## src/rtl/tub_encoder_pkg.sv

```systemverilog
// Shared definitions for the seven-segment tube encoder: register map, MODE bits,
// FSM encoding, segment codes and the binary-to-BCD step helper.
package tub_encoder_pkg;

    localparam logic [1:0] ADDR_VALUE = 2'd0;
    localparam logic [1:0] ADDR_MODE  = 2'd1;
    localparam logic [1:0] ADDR_MASK  = 2'd2;
    localparam logic [1:0] ADDR_RSVD  = 2'd3;

    localparam int MODE_DEC_BIT = 0;
    localparam int MODE_LZS_BIT = 1;

    typedef enum logic [1:0] {
        ST_IDLE   = 2'd0,
        ST_CONV   = 2'd1,
        ST_RENDER = 2'd2
    } state_t;

    localparam logic [7:0] SEG_0 = 8'hFC;
    localparam logic [7:0] SEG_1 = 8'h60;
    localparam logic [7:0] SEG_2 = 8'hDA;
    localparam logic [7:0] SEG_3 = 8'hF2;
    localparam logic [7:0] SEG_4 = 8'h66;
    localparam logic [7:0] SEG_5 = 8'hB6;
    localparam logic [7:0] SEG_6 = 8'hBE;
    localparam logic [7:0] SEG_7 = 8'hE0;
    localparam logic [7:0] SEG_8 = 8'hFE;
    localparam logic [7:0] SEG_9 = 8'hF6;
    localparam logic [7:0] SEG_A = 8'hEE;
    localparam logic [7:0] SEG_B = 8'h3E;
    localparam logic [7:0] SEG_C = 8'h9C;
    localparam logic [7:0] SEG_D = 8'h7A;
    localparam logic [7:0] SEG_E = 8'h9E;
    localparam logic [7:0] SEG_F = 8'h8E;
    localparam logic [7:0] SEG_DASH  = 8'h02;
    localparam logic [7:0] SEG_BLANK = 8'h00;

    // One double-dabble step: add 3 to every BCD digit >= 5, then shift {bcd, bin} left.
    function automatic logic [71:0] dabble_step(input logic [39:0] bcd, input logic [31:0] bin);
        logic [39:0] adj;
        adj = bcd;
        for (int d = 0; d < 10; d++) begin
            if (bcd[4*d +: 4] >= 4'd5) begin
                adj[4*d +: 4] = bcd[4*d +: 4] + 4'd3;
            end else begin
                adj[4*d +: 4] = bcd[4*d +: 4];
            end
        end
        return {adj[38:0], bin[31], bin[30:0], 1'b0};
    endfunction

endpackage

```

## src/rtl/tub_encoder_seg_lut.sv

```systemverilog
// Combinational 4-bit digit to seven-segment code lookup.
module seg_lut
    import tub_encoder_pkg::*;
(
    input  logic [3:0] i_digit,
    output logic [7:0] o_code
);

    // Digit to segment pattern decode
    always_comb begin
        o_code = SEG_BLANK;
        case (i_digit)
            4'h0: o_code = SEG_0;
            4'h1: o_code = SEG_1;
            4'h2: o_code = SEG_2;
            4'h3: o_code = SEG_3;
            4'h4: o_code = SEG_4;
            4'h5: o_code = SEG_5;
            4'h6: o_code = SEG_6;
            4'h7: o_code = SEG_7;
            4'h8: o_code = SEG_8;
            4'h9: o_code = SEG_9;
            4'hA: o_code = SEG_A;
            4'hB: o_code = SEG_B;
            4'hC: o_code = SEG_C;
            4'hD: o_code = SEG_D;
            4'hE: o_code = SEG_E;
            4'hF: o_code = SEG_F;
            default: o_code = SEG_BLANK;
        endcase
    end

endmodule

```

## src/rtl/tub_encoder.sv

```systemverilog
// MMIO-programmed eight-digit seven-segment encoder with hex or serial
// double-dabble decimal rendering, leading-zero suppression and per-digit mask.
module tub_encoder
    import tub_encoder_pkg::*;
(
    input  logic        clk,
    input  logic        rst_n,
    input  logic        wr_en,
    input  logic [1:0]  addr,
    input  logic [31:0] wdata,
    output logic        busy,
    output logic [7:0]  tub1,
    output logic [7:0]  tub2,
    output logic [7:0]  tub3,
    output logic [7:0]  tub4,
    output logic [7:0]  tub5,
    output logic [7:0]  tub6,
    output logic [7:0]  tub7,
    output logic [7:0]  tub8
);

    logic [31:0]      r_value;
    logic [1:0]       r_mode;
    logic [7:0]       r_mask;
    state_t           r_state;
    state_t           w_state_nxt;
    logic             r_busy;
    logic [5:0]       r_cnt;
    logic [39:0]      r_bcd;
    logic [31:0]      r_bin;
    logic [7:0][7:0]  r_tubs;

    logic             w_wr_ok;
    logic [31:0]      w_value_nxt;
    logic [1:0]       w_mode_nxt;
    logic [71:0]      w_dabble;
    logic             w_overflow;
    logic [7:0][3:0]  w_nib;
    logic [7:0][7:0]  w_code;
    logic [7:0][7:0]  w_render;
    logic [7:0]       w_lead;

    // Values the registers take at this edge, so a restart sees the new settings.
    assign w_wr_ok     = wr_en && (addr != ADDR_RSVD);
    assign w_value_nxt = (wr_en && (addr == ADDR_VALUE)) ? wdata : r_value;
    assign w_mode_nxt  = (wr_en && (addr == ADDR_MODE)) ? wdata[1:0] : r_mode;
    assign w_dabble    = dabble_step(r_bcd, r_bin);

    // Programmable register file
    always_ff @(posedge clk or negedge rst_n) begin
        if (!rst_n) begin
            r_value <= 32'd0;
            r_mode  <= 2'd0;
            r_mask  <= 8'hFF;
        end else if (wr_en) begin
            case (addr)
                ADDR_VALUE: r_value <= wdata;
                ADDR_MODE:  r_mode  <= wdata[1:0];
                ADDR_MASK:  r_mask  <= wdata[7:0];
                default:    r_value <= r_value;
            endcase
        end
    end

    // FSM state register and registered busy flag
    always_ff @(posedge clk or negedge rst_n) begin
        if (!rst_n) begin
            r_state <= ST_IDLE;
            r_busy  <= 1'b0;
        end else begin
            r_state <= w_state_nxt;
            r_busy  <= (w_state_nxt != ST_IDLE);
        end
    end

    // FSM next state; any accepted write restarts the render
    always_comb begin
        w_state_nxt = r_state;
        if (w_wr_ok) begin
            if (w_mode_nxt[MODE_DEC_BIT]) begin
                w_state_nxt = ST_CONV;
            end else begin
                w_state_nxt = ST_RENDER;
            end
        end else begin
            case (r_state)
                ST_IDLE:   w_state_nxt = ST_IDLE;
                ST_CONV:   w_state_nxt = (r_cnt == 6'd31) ? ST_RENDER : ST_CONV;
                ST_RENDER: w_state_nxt = ST_IDLE;
                default:   w_state_nxt = ST_IDLE;
            endcase
        end
    end

    // Serial binary-to-BCD conversion datapath
    always_ff @(posedge clk or negedge rst_n) begin
        if (!rst_n) begin
            r_cnt <= 6'd0;
            r_bcd <= 40'd0;
            r_bin <= 32'd0;
        end else if (w_wr_ok) begin
            r_cnt <= 6'd0;
            r_bcd <= 40'd0;
            r_bin <= w_value_nxt;
        end else if (r_state == ST_CONV) begin
            r_cnt <= r_cnt + 6'd1;
            r_bcd <= w_dabble[71:32];
            r_bin <= w_dabble[31:0];
        end
    end

    assign w_overflow = r_mode[MODE_DEC_BIT] && (r_bcd[39:32] != 8'd0);

    for (genvar i = 0; i < 8; i++) begin : g_digit
        assign w_nib[i] = r_mode[MODE_DEC_BIT] ? r_bcd[4*(7-i) +: 4] : r_value[4*(7-i) +: 4];
        seg_lut u_seg_lut (
            .i_digit (w_nib[i]),
            .o_code  (w_code[i])
        );
    end

    // Final per-digit code: mask beats overflow beats suppression; index 0 is tub1
    always_comb begin
        w_lead   = 8'd0;
        w_render = '0;
        for (int i = 0; i < 8; i++) begin
            if (i == 0) begin
                w_lead[i] = (w_nib[i] == 4'd0);
            end else begin
                w_lead[i] = w_lead[i-1] && (w_nib[i] == 4'd0);
            end
            if (!r_mask[7-i]) begin
                w_render[i] = SEG_BLANK;
            end else if (w_overflow) begin
                w_render[i] = SEG_DASH;
            end else if (r_mode[MODE_LZS_BIT] && w_lead[i] && (i != 7)) begin
                w_render[i] = SEG_BLANK;
            end else begin
                w_render[i] = w_code[i];
            end
        end
    end

    // Output registers load only on a completed render
    always_ff @(posedge clk or negedge rst_n) begin
        if (!rst_n) begin
            r_tubs <= '0;
        end else if ((r_state == ST_RENDER) && !w_wr_ok) begin
            r_tubs <= w_render;
        end
    end

    assign busy = r_busy;
    assign tub1 = r_tubs[0];
    assign tub2 = r_tubs[1];
    assign tub3 = r_tubs[2];
    assign tub4 = r_tubs[3];
    assign tub5 = r_tubs[4];
    assign tub6 = r_tubs[5];
    assign tub7 = r_tubs[6];
    assign tub8 = r_tubs[7];

endmodule

```

## config.mk

```make
export PLATFORM = sky130hd
export DESIGN_NAME = tub_encoder
export DESIGN_NICKNAME = d
export VERILOG_FILES = /design/src/rtl/tub_encoder_pkg.sv /design/src/rtl/tub_encoder_seg_lut.sv /design/src/rtl/tub_encoder.sv
export SDC_FILE = /design/constraint.sdc
export NUM_CORES = 1
export LEC_CHECK = 0
export CAP_MARGIN = 15
export CORE_MARGIN = 2
export CORE_UTILIZATION = 50
export DETAILED_ROUTE_END_ITERATION = 10
export HOLD_SLACK_MARGIN = 0.02
export PLACE_DENSITY = 0.74
export REMOVE_ABC_BUFFERS = 1
export SYNTH_ARGS = -nofsm -noshare
export SYNTH_HDL_FRONTEND = slang
export SYNTH_SLANG_ARGS = --single-unit
export TNS_END_PERCENT = 10
```

## constraint.sdc

```tcl
create_clock -name clk -period 2.77 [get_ports clk]
set_input_delay 0.554 -clock clk [delete_from_list [all_inputs] [get_ports clk]]
set_output_delay 0.554 -clock clk [all_outputs]
set_load 0.005 [all_outputs]
```

Word level (Yosys, flattened, before mapping)
Memory sizes are Yosys's and may differ from the RTL's.
Cells that the tools add are included.
Storage, ports and cells
  register bits after elaboration: 187
  latch bits: 0
  bits in writable memories: 0
  bits in read-only memories: 896
  bits of input ports: 37
  logic and storage cells: 137
  memories: 8
Operators by class
  add/sub/neg operators: 11
  multiply operators: 0
  divide/modulo/power cells: 0
  $lt $le $gt $ge: 10
  eq/ne operators: 6
  shifts and indexed selects: 0
  multiplexer cells: 53
  bitwise logic cells: 0
  reductions and logical operators: 33
Memories
  (no name shown): depth 16, width 7, rd ports 1, clocked after Yosys merged registers in 0, wr ports 0, RTL line tub_encoder_seg_lut.sv:12  | case (i_digit)
  (no name shown): depth 16, width 7, rd ports 1, clocked after Yosys merged registers in 0, wr ports 0, RTL line tub_encoder_seg_lut.sv:12
  (no name shown): depth 16, width 7, rd ports 1, clocked after Yosys merged registers in 0, wr ports 0, RTL line tub_encoder_seg_lut.sv:12
  (no name shown): depth 16, width 7, rd ports 1, clocked after Yosys merged registers in 0, wr ports 0, RTL line tub_encoder_seg_lut.sv:12
  (no name shown): depth 16, width 7, rd ports 1, clocked after Yosys merged registers in 0, wr ports 0, RTL line tub_encoder_seg_lut.sv:12
  (no name shown): depth 16, width 7, rd ports 1, clocked after Yosys merged registers in 0, wr ports 0, RTL line tub_encoder_seg_lut.sv:12
  2 more memories
Operators by type and width (number)
  two-way mux 8 bit: 23
  two-way mux 32 bit: 3
  two-way mux 40 bit: 2
  two-way mux 4 bit: 17
  greater-or-equal comparator 4 x 3 -> 1 bit, second input constant: 10
  adder 4 x 2 -> 4 bit, second input constant: 9
  logical NOT 4 bit: 7
  logical AND 1 bit: 18
  two-way mux 6 bit: 2
  two-way mux 2 bit: 4
  nonzero test 8 bit: 1
  adder 6 x 1 -> 6 bit, second input constant: 1
  equality test 6 x 5 -> 1 bit, second input constant: 1
  AND reduction 2 bit: 3
  equality test 2 x 1 -> 1 bit, second input constant: 2
  equality test 2 bit, second input constant: 2
  nonzero test 2 bit: 2
  adder 3 x 2 -> 3 bit, second input constant: 1
  two-way mux 3 bit: 1
  logical NOT 2 bit: 1
  inequality test 2 bit, second input constant: 1
  logical NOT 1 bit: 1
  two-way mux 1 bit: 1

Depth between registers and ports, before layout
Gate-level depths: netlist of the first run.
  depth after elaboration: 12
  depth in mapped cells: 10

By module
From an unflattened synthesis of the first run, not the netlist that was laid out.
Second synthesis, totals
  cell total of the unflattened synthesis: 1112
  area, all modules: 11228.3 um2
Modules (own cells, without submodules)
  tub_encoder: instances 1, cells each 832, area each 8836.0 um2, sequential area each 4689.5 um2
  seg_lut: instances 8, cells each 35, area each 299.0 um2, sequential area each 0.0 um2

Worst setup path before layout of the first run
Ideal clock, no wire load.
  path type: register to register
  start: register r_mode[0]
  end: register r_tubs (netlist bit tub7[4])
  library setup time: 0.122 ns
  arrival: 2.904 ns
  required time: 2.648 ns
  setup slack: -0.255 ns
  cell stages (with the launch flop): 11
  cells stage by stage: dfrtp_1 buf_6 buf_6 buf_4 mux2i_1 ha_1 nor4b_1 o221ai_1 nor4_4 a31oi_2 a32o_1
On the way
  cells in the longest elaborated chain, start to end: 12
Ends and longest elaborated chain
  start: declaration: RTL line tub_encoder.sv:23  | logic [1:0] r_mode;
  start signal: assignment: RTL line tub_encoder.sv:58  | ADDR_MODE: r_mode <= wdata[1:0];
  two-way mux 4 bit: RTL line tub_encoder.sv:115  | assign w_nib[i] = r_mode[MODE_DEC_BIT] ? r_bcd[4*(7-i) +: 4] : r_value[4*(7-i) +: 4];
  logical NOT 4 bit, on equally long branches
  logical AND 1 bit (6 in series): RTL line tub_encoder.sv:130  | w_lead[i] = w_lead[i-1] && (w_nib[i] == 4'd0);
  logical AND 1 bit: RTL line tub_encoder.sv:136  | end else if (r_mode[MODE_LZS_BIT] && w_lead[i] && (i != 7)) begin
  two-way mux 8 bit: RTL line tub_encoder.sv:136
  two-way mux 8 bit *: RTL line tub_encoder.sv:134  | end else if (w_overflow) begin
  two-way mux 8 bit *: RTL line tub_encoder.sv:132  | if (!r_mask[7-i]) begin
  end signal: assignment: RTL line tub_encoder.sv:149  | r_tubs <= w_render;
  end: declaration: RTL line tub_encoder.sv:31  | logic [7:0][7:0] r_tubs;
Every way passes the cells marked *; elsewhere a longest branch is shown, timed or not.
A chain may end at the register's enable or synchronous reset.

Final worst setup path of the first run
  start: register r_mode[0]
  end: register r_tubs (netlist bit tub5[7])
On the way
  cells in the longest elaborated chain, start to end: 10
Ends and longest elaborated chain (RTL line)
  parallel branches: the longest is 8 deep, another holds memory (16 x 7 bit)
  two-way mux 8 bit *: tub_encoder.sv:134
  two-way mux 8 bit *: tub_encoder.sv:132
Mark *: on every way between the ends.

==> results.txt, run 1 <==
Summing every instance area after synthesis gives 0.01049 mm^2. Routability-driven placement finished with a final weighted congestion of 0.9063. Of all nets on the critical path, the largest fanout is 11.

The layout has 1705 filler cells. Setup slack on the worst reg-to-reg path comes out at 0.09 ns. The net count of the finished layout is 1318. The dominant cell type by area after synthesis is dfrtp_1. The worst-skew pair later-pin latency was 0.44 ns; the initial DRC count was 607.

Yosys mapped a number of flops with a built-in enable equal to 0. The path depth of the worst reg2reg path was 8; the least setup slack across all paths after layout was 0.09159 ns. The tools report the initial antenna violation count as 0. The leakage power total was 5.594 nW.

The share of the cycle needed by the critical path after routing works out to 0.9669. In this design, the stage delay of the slowest critical-path cell is 0.53 ns. The tools report the via count of the first global-routing pass as 8073.

Path category of the worst min-delay check: input port to asynchronous set/reset pin. The worst register-to-register path begins at r_mode[0]. Yosys attributes the largest share of cell area to dfrtp_1 41%, ha_1 8.3%, mux2_2 5.8%, nand2_1 5.8%, mux2i_1 5.1%.

Number of setup violations in the final report: 0. The tools report the capturing element type of the critical path as a flop. The first global-routing pass estimated 41.52 mm of wire. The die width is 148.9 um, and the proportion of register bits with asynchronous set or reset after synthesis is 1.000. The tools report the detailed-router iteration count before antenna repair as 5. The number of vias per cell after detailed routing is 5.717, and the worst IR drop on VDD is 0.0004417 V. Buffers inserted during clock tree synthesis total 17.

The critical path goes through buf_4, mux2i_1, ha_1, o211ai_2, nor4_1, buf_4, nor3b_2, a32o_1. The die covers 0.02216 mm^2. Predominant post-synthesis flop cell: dfrtp_1. For this design the top-level I/O count stands at 102. The initial core utilization was 0.5137.

Row generation in the floorplan step produced 52 rows. After floorplanning, the core was sized to cover 0.02043 mm^2. The worst slack on hold paths was 0.07430 ns; the remaining antenna violation count after routing was 0. The die is 148.9 um tall.

The buffer depth of the longest clock path came out at 2. In this run the tool buffered the top-level ports with 93 buffer cells. The total via count after detailed routing is 8541, and the unique cell type count in the Yosys netlist is 63. Highest-delay cell along the critical path: dfrtp_2. The tools report the endpoint of the worst register-to-register path as tub5[7]. The H-tree depth reported by CTS is 4.

The type of the worst setup path was flop to flop. The average wire per cell in the routed design was 17.20 um; the sum of overflow across all layers after global routing was 0. Compared with the post-synthesis result, the final layout area differs by 19.84%.

The overall power came out at 9.539 mW. Placement-stage worst setup slack: -0.1186 ns. For the antenna diode count, the log shows 0. The master cell of the clock root buffer is clkbuf_16.

The final critical delay including setup and external delays is 2.678 ns, and the proportion of netlist area held by the largest area contributor is 0.4078. The tools report the kind of start point of the critical path as a flop. After legalization and detailed placement, the total HPWL measured 18.00 mm. The total power density per cell area is 758.5 mW/mm^2. The run gives 0.5123 as the worst slew slack as a fraction of its limit.

The highest clock frequency the design can meet was 0.3734 GHz. During synthesis, Yosys emitted a total of 0 warnings. The number of buffers added to fix hold violations after cts came out at 0. The clock-pin slew on the worst setup and hold paths was 0.07 ns. Together, buffers and inverters on the worst path number 2. The sequential element share of the synthesized area is 0.4278, and the data arrival time at the worst-slack endpoint is 3.00 ns. Registers take 0.004491 mm^2. For the multi-input gate area in the final layout, the log shows 0.005640 mm^2. Across the routed clock network, the largest skew measured is 0.009368 ns. For this design, the sink count on the clock tree is 179. After synthesis the netlist holds a flip-flop and latch count of 179. Setup repair after global routing left no endpoint under its margin. Utilization of the core after routing: 0.6156. The tools report the total count of hold-check failures in the final report as 0.

For this block, the routed nets add up to 25.70 mm of wire. For the worst setup path, the data required time is 3.10 ns. The overall fraction of global-route tracks in use is 0.2356, and the fraction of layout cells with a size suffix above 1 is 0.1397.

For the pin with the worst max-slew slack, the measured transition is 0.7315 ns. TritonCTS built the clock tree. The tools report the number of remaining DRC errors as 0.

The kind of cell with the highest combined delay on the critical path was flip-flops. The max-slew violation total from the final report was 0. The count of max-cap constraint violations is 0.

Among the stages of the critical path, the cell type that occurs most often is buf_4. The run finished with clean final reports. Counting every instance in the synthesized netlist gives 1107. In this run the mean area of a mapped cell was 9.480 um^2.

The largest net degree at the start of global routing was 58.
==> worst max-delay path by stage <==
stage               cells after the start  slack [ns]  endpoint      start
finish                                  8        0.09   tub5[7]  r_mode[0]
floorplan                               5       -1.24   tub2[2]      wr_en
CTS                                     9         0.1   tub7[4]  r_mode[0]
detailed placement                      8       -0.12   tub7[4]  r_mode[0]
global route                            8        0.01   tub7[1]  r_mode[0]
global placement                        8        0.01   tub7[4]  r_mode[0]
==> per-layer routing <==
| layer | up-vias | wire length (um) | global-route usage | part of all wire |
|---|---|---|---|---|
| met5 | - | 0 | 0 | 0 |
| met4 | 0 | 352 | 0.06810 | 0.014 |
| met3 | 26 | 1071 | 0.03456 | 0.042 |
| met2 | 230 | 11930 | 0.3743 | 0.46 |
| met1 | 4193 | 12340 | 0.3375 | 0.48 |
| li1 | 4092 | - | - | - |
==> Yosys cell counts, types with 2 or more instances <==
cell / count
a32o_1: 17
nand2_1: 162
nor4_1: 3
a22oi_1: 3
nor4b_1: 2
ha_1: 70
a211oi_1: 9
a21boi_0: 2
and4bb_2: 2
inv_1: 40
a21oi_1: 81
a31oi_1: 39
buf_1: 4
o21ai_0: 45
buf_4: 11
xnor2_1: 11
o21a_1: 2
a21o_1: 6
nand3_1: 21
nand4_1: 2
o32ai_1: 3
dfstp_2: 8
a211o_1: 2
o22ai_1: 5
nor3b_1: 7
o211ai_1: 4
nor2_1: 91
o221ai_1: 2
nand3b_1: 5
clkbuf_1: 33
and2_1: 7
nand2b_1: 16
xor2_1: 11
mux2i_1: 53
nor3b_2: 5
a22o_1: 17
dfrtp_1: 171
o21ai_1: 10
o31ai_1: 2
or2_2: 3
nor3_1: 29
buf_6: 2
mux2_2: 54
nor2b_1: 4
buf_2: 13
==> placed cells by master (no fill, tap or decap), types with 5 or more instances in the layout <==
| master | instances |
|---|---|
| dfrtp_1 | 170 |
| nand2_1 | 161 |
| clkdlybuf4s50_1 | 92 |
| nor2_1 | 91 |
| a21oi_1 | 81 |
| ha_1 | 70 |
| mux2_2 | 54 |
| mux2i_1 | 51 |
| o21ai_0 | 45 |
| buf_4 | 42 |
| inv_1 | 40 |
| a31oi_1 | 39 |
| nor3_1 | 29 |
| nand3_1 | 21 |
| a22o_1 | 17 |
| a32o_1 | 17 |
| clkbuf_16 | 17 |
| nand2b_1 | 15 |
| xor2_1 | 11 |
| xnor2_1 | 11 |
| o21ai_1 | 10 |
| a211oi_1 | 9 |
| conb_1 | 8 |
| dfstp_2 | 8 |
| nor3b_2 | 7 |
| and2_1 | 7 |
| a21o_1 | 6 |
| nand3b_1 | 5 |
| o22ai_1 | 5 |
| nor3b_1 | 5 |
| buf_12 | 5 |
==> logic make-up (layout without fill, tap and decap cells) <==
| kind of cell | count (synthesis) | after routing | synth area share |
|---|---|---|---|
| mux | 108 | 108 | 0.1106 |
| xor+xnor | 22 | 22 | 0.01836 |
| compound gates | 259 | 259 | 0.1564 |
| simple gates | 365 | 365 | 0.1592 |
| flops | 179 | 179 | 0.4278 |
| other cells | 1 | 8 | 0.0003574 |
| buf+inv | 103 | 213 | 0.04376 |
| fa+ha+maj | 70 | 70 | 0.08346 |
==> power by group <==
part           internal [mW]  switching (mW)
clock network           1.36            1.13
logic                   1.69            1.67
registers               3.23           0.462
==> stage by stage <==
stage / cells / setup TNS [ns] / area, um^2
after detailed placement: 1460 / -0.6485 / 11920
after global placement: 1460 / 0 / 11920
after floorplan: 1051 / -124.53 / 10210
after global routing: 1494 / 0 / 12580
final: 1494 / 0 / 12580
after CTS: 1494 / 0 / 12550
==> state kept, by name, indices dropped and copies added, names as in the netlist, 6 cells and up <==
name	cells
tub4	7
tub7	7
tub3	7
tub6	7
tub8	7
r_bin	32
r_bcd	40
tub5	7
tub2	7
r_mask	8
r_value	32
r_cnt	6
tub1	7
==> what timing repair did <==
action / in CTS / in global routing
cloned: 0 / 0
endpoints found under the setup margin: 13 / 11
gates resized for setup: 2 / 5
buffers inserted: 2 / 0
pin swaps: 1 / 0
==> layout make-up <==
cell class	instances	area share
clock buffers	17	0.03383
clock inverters	15	0.01373
inverters	40	0.01194
multi-input cells	832	0.4485
flip-flops and latches	179	0.3571
well taps	270	0.02686
repair buffers	141	0.1080
Note: power is estimated with default switching activity, not from simulation.
==> inputs of run 2 (changes only) <==
SLEW_MARGIN = 20   (was unset)
==> results of run 2 <==
The final DEF is identical to that of run 1; final timing and power are the same.
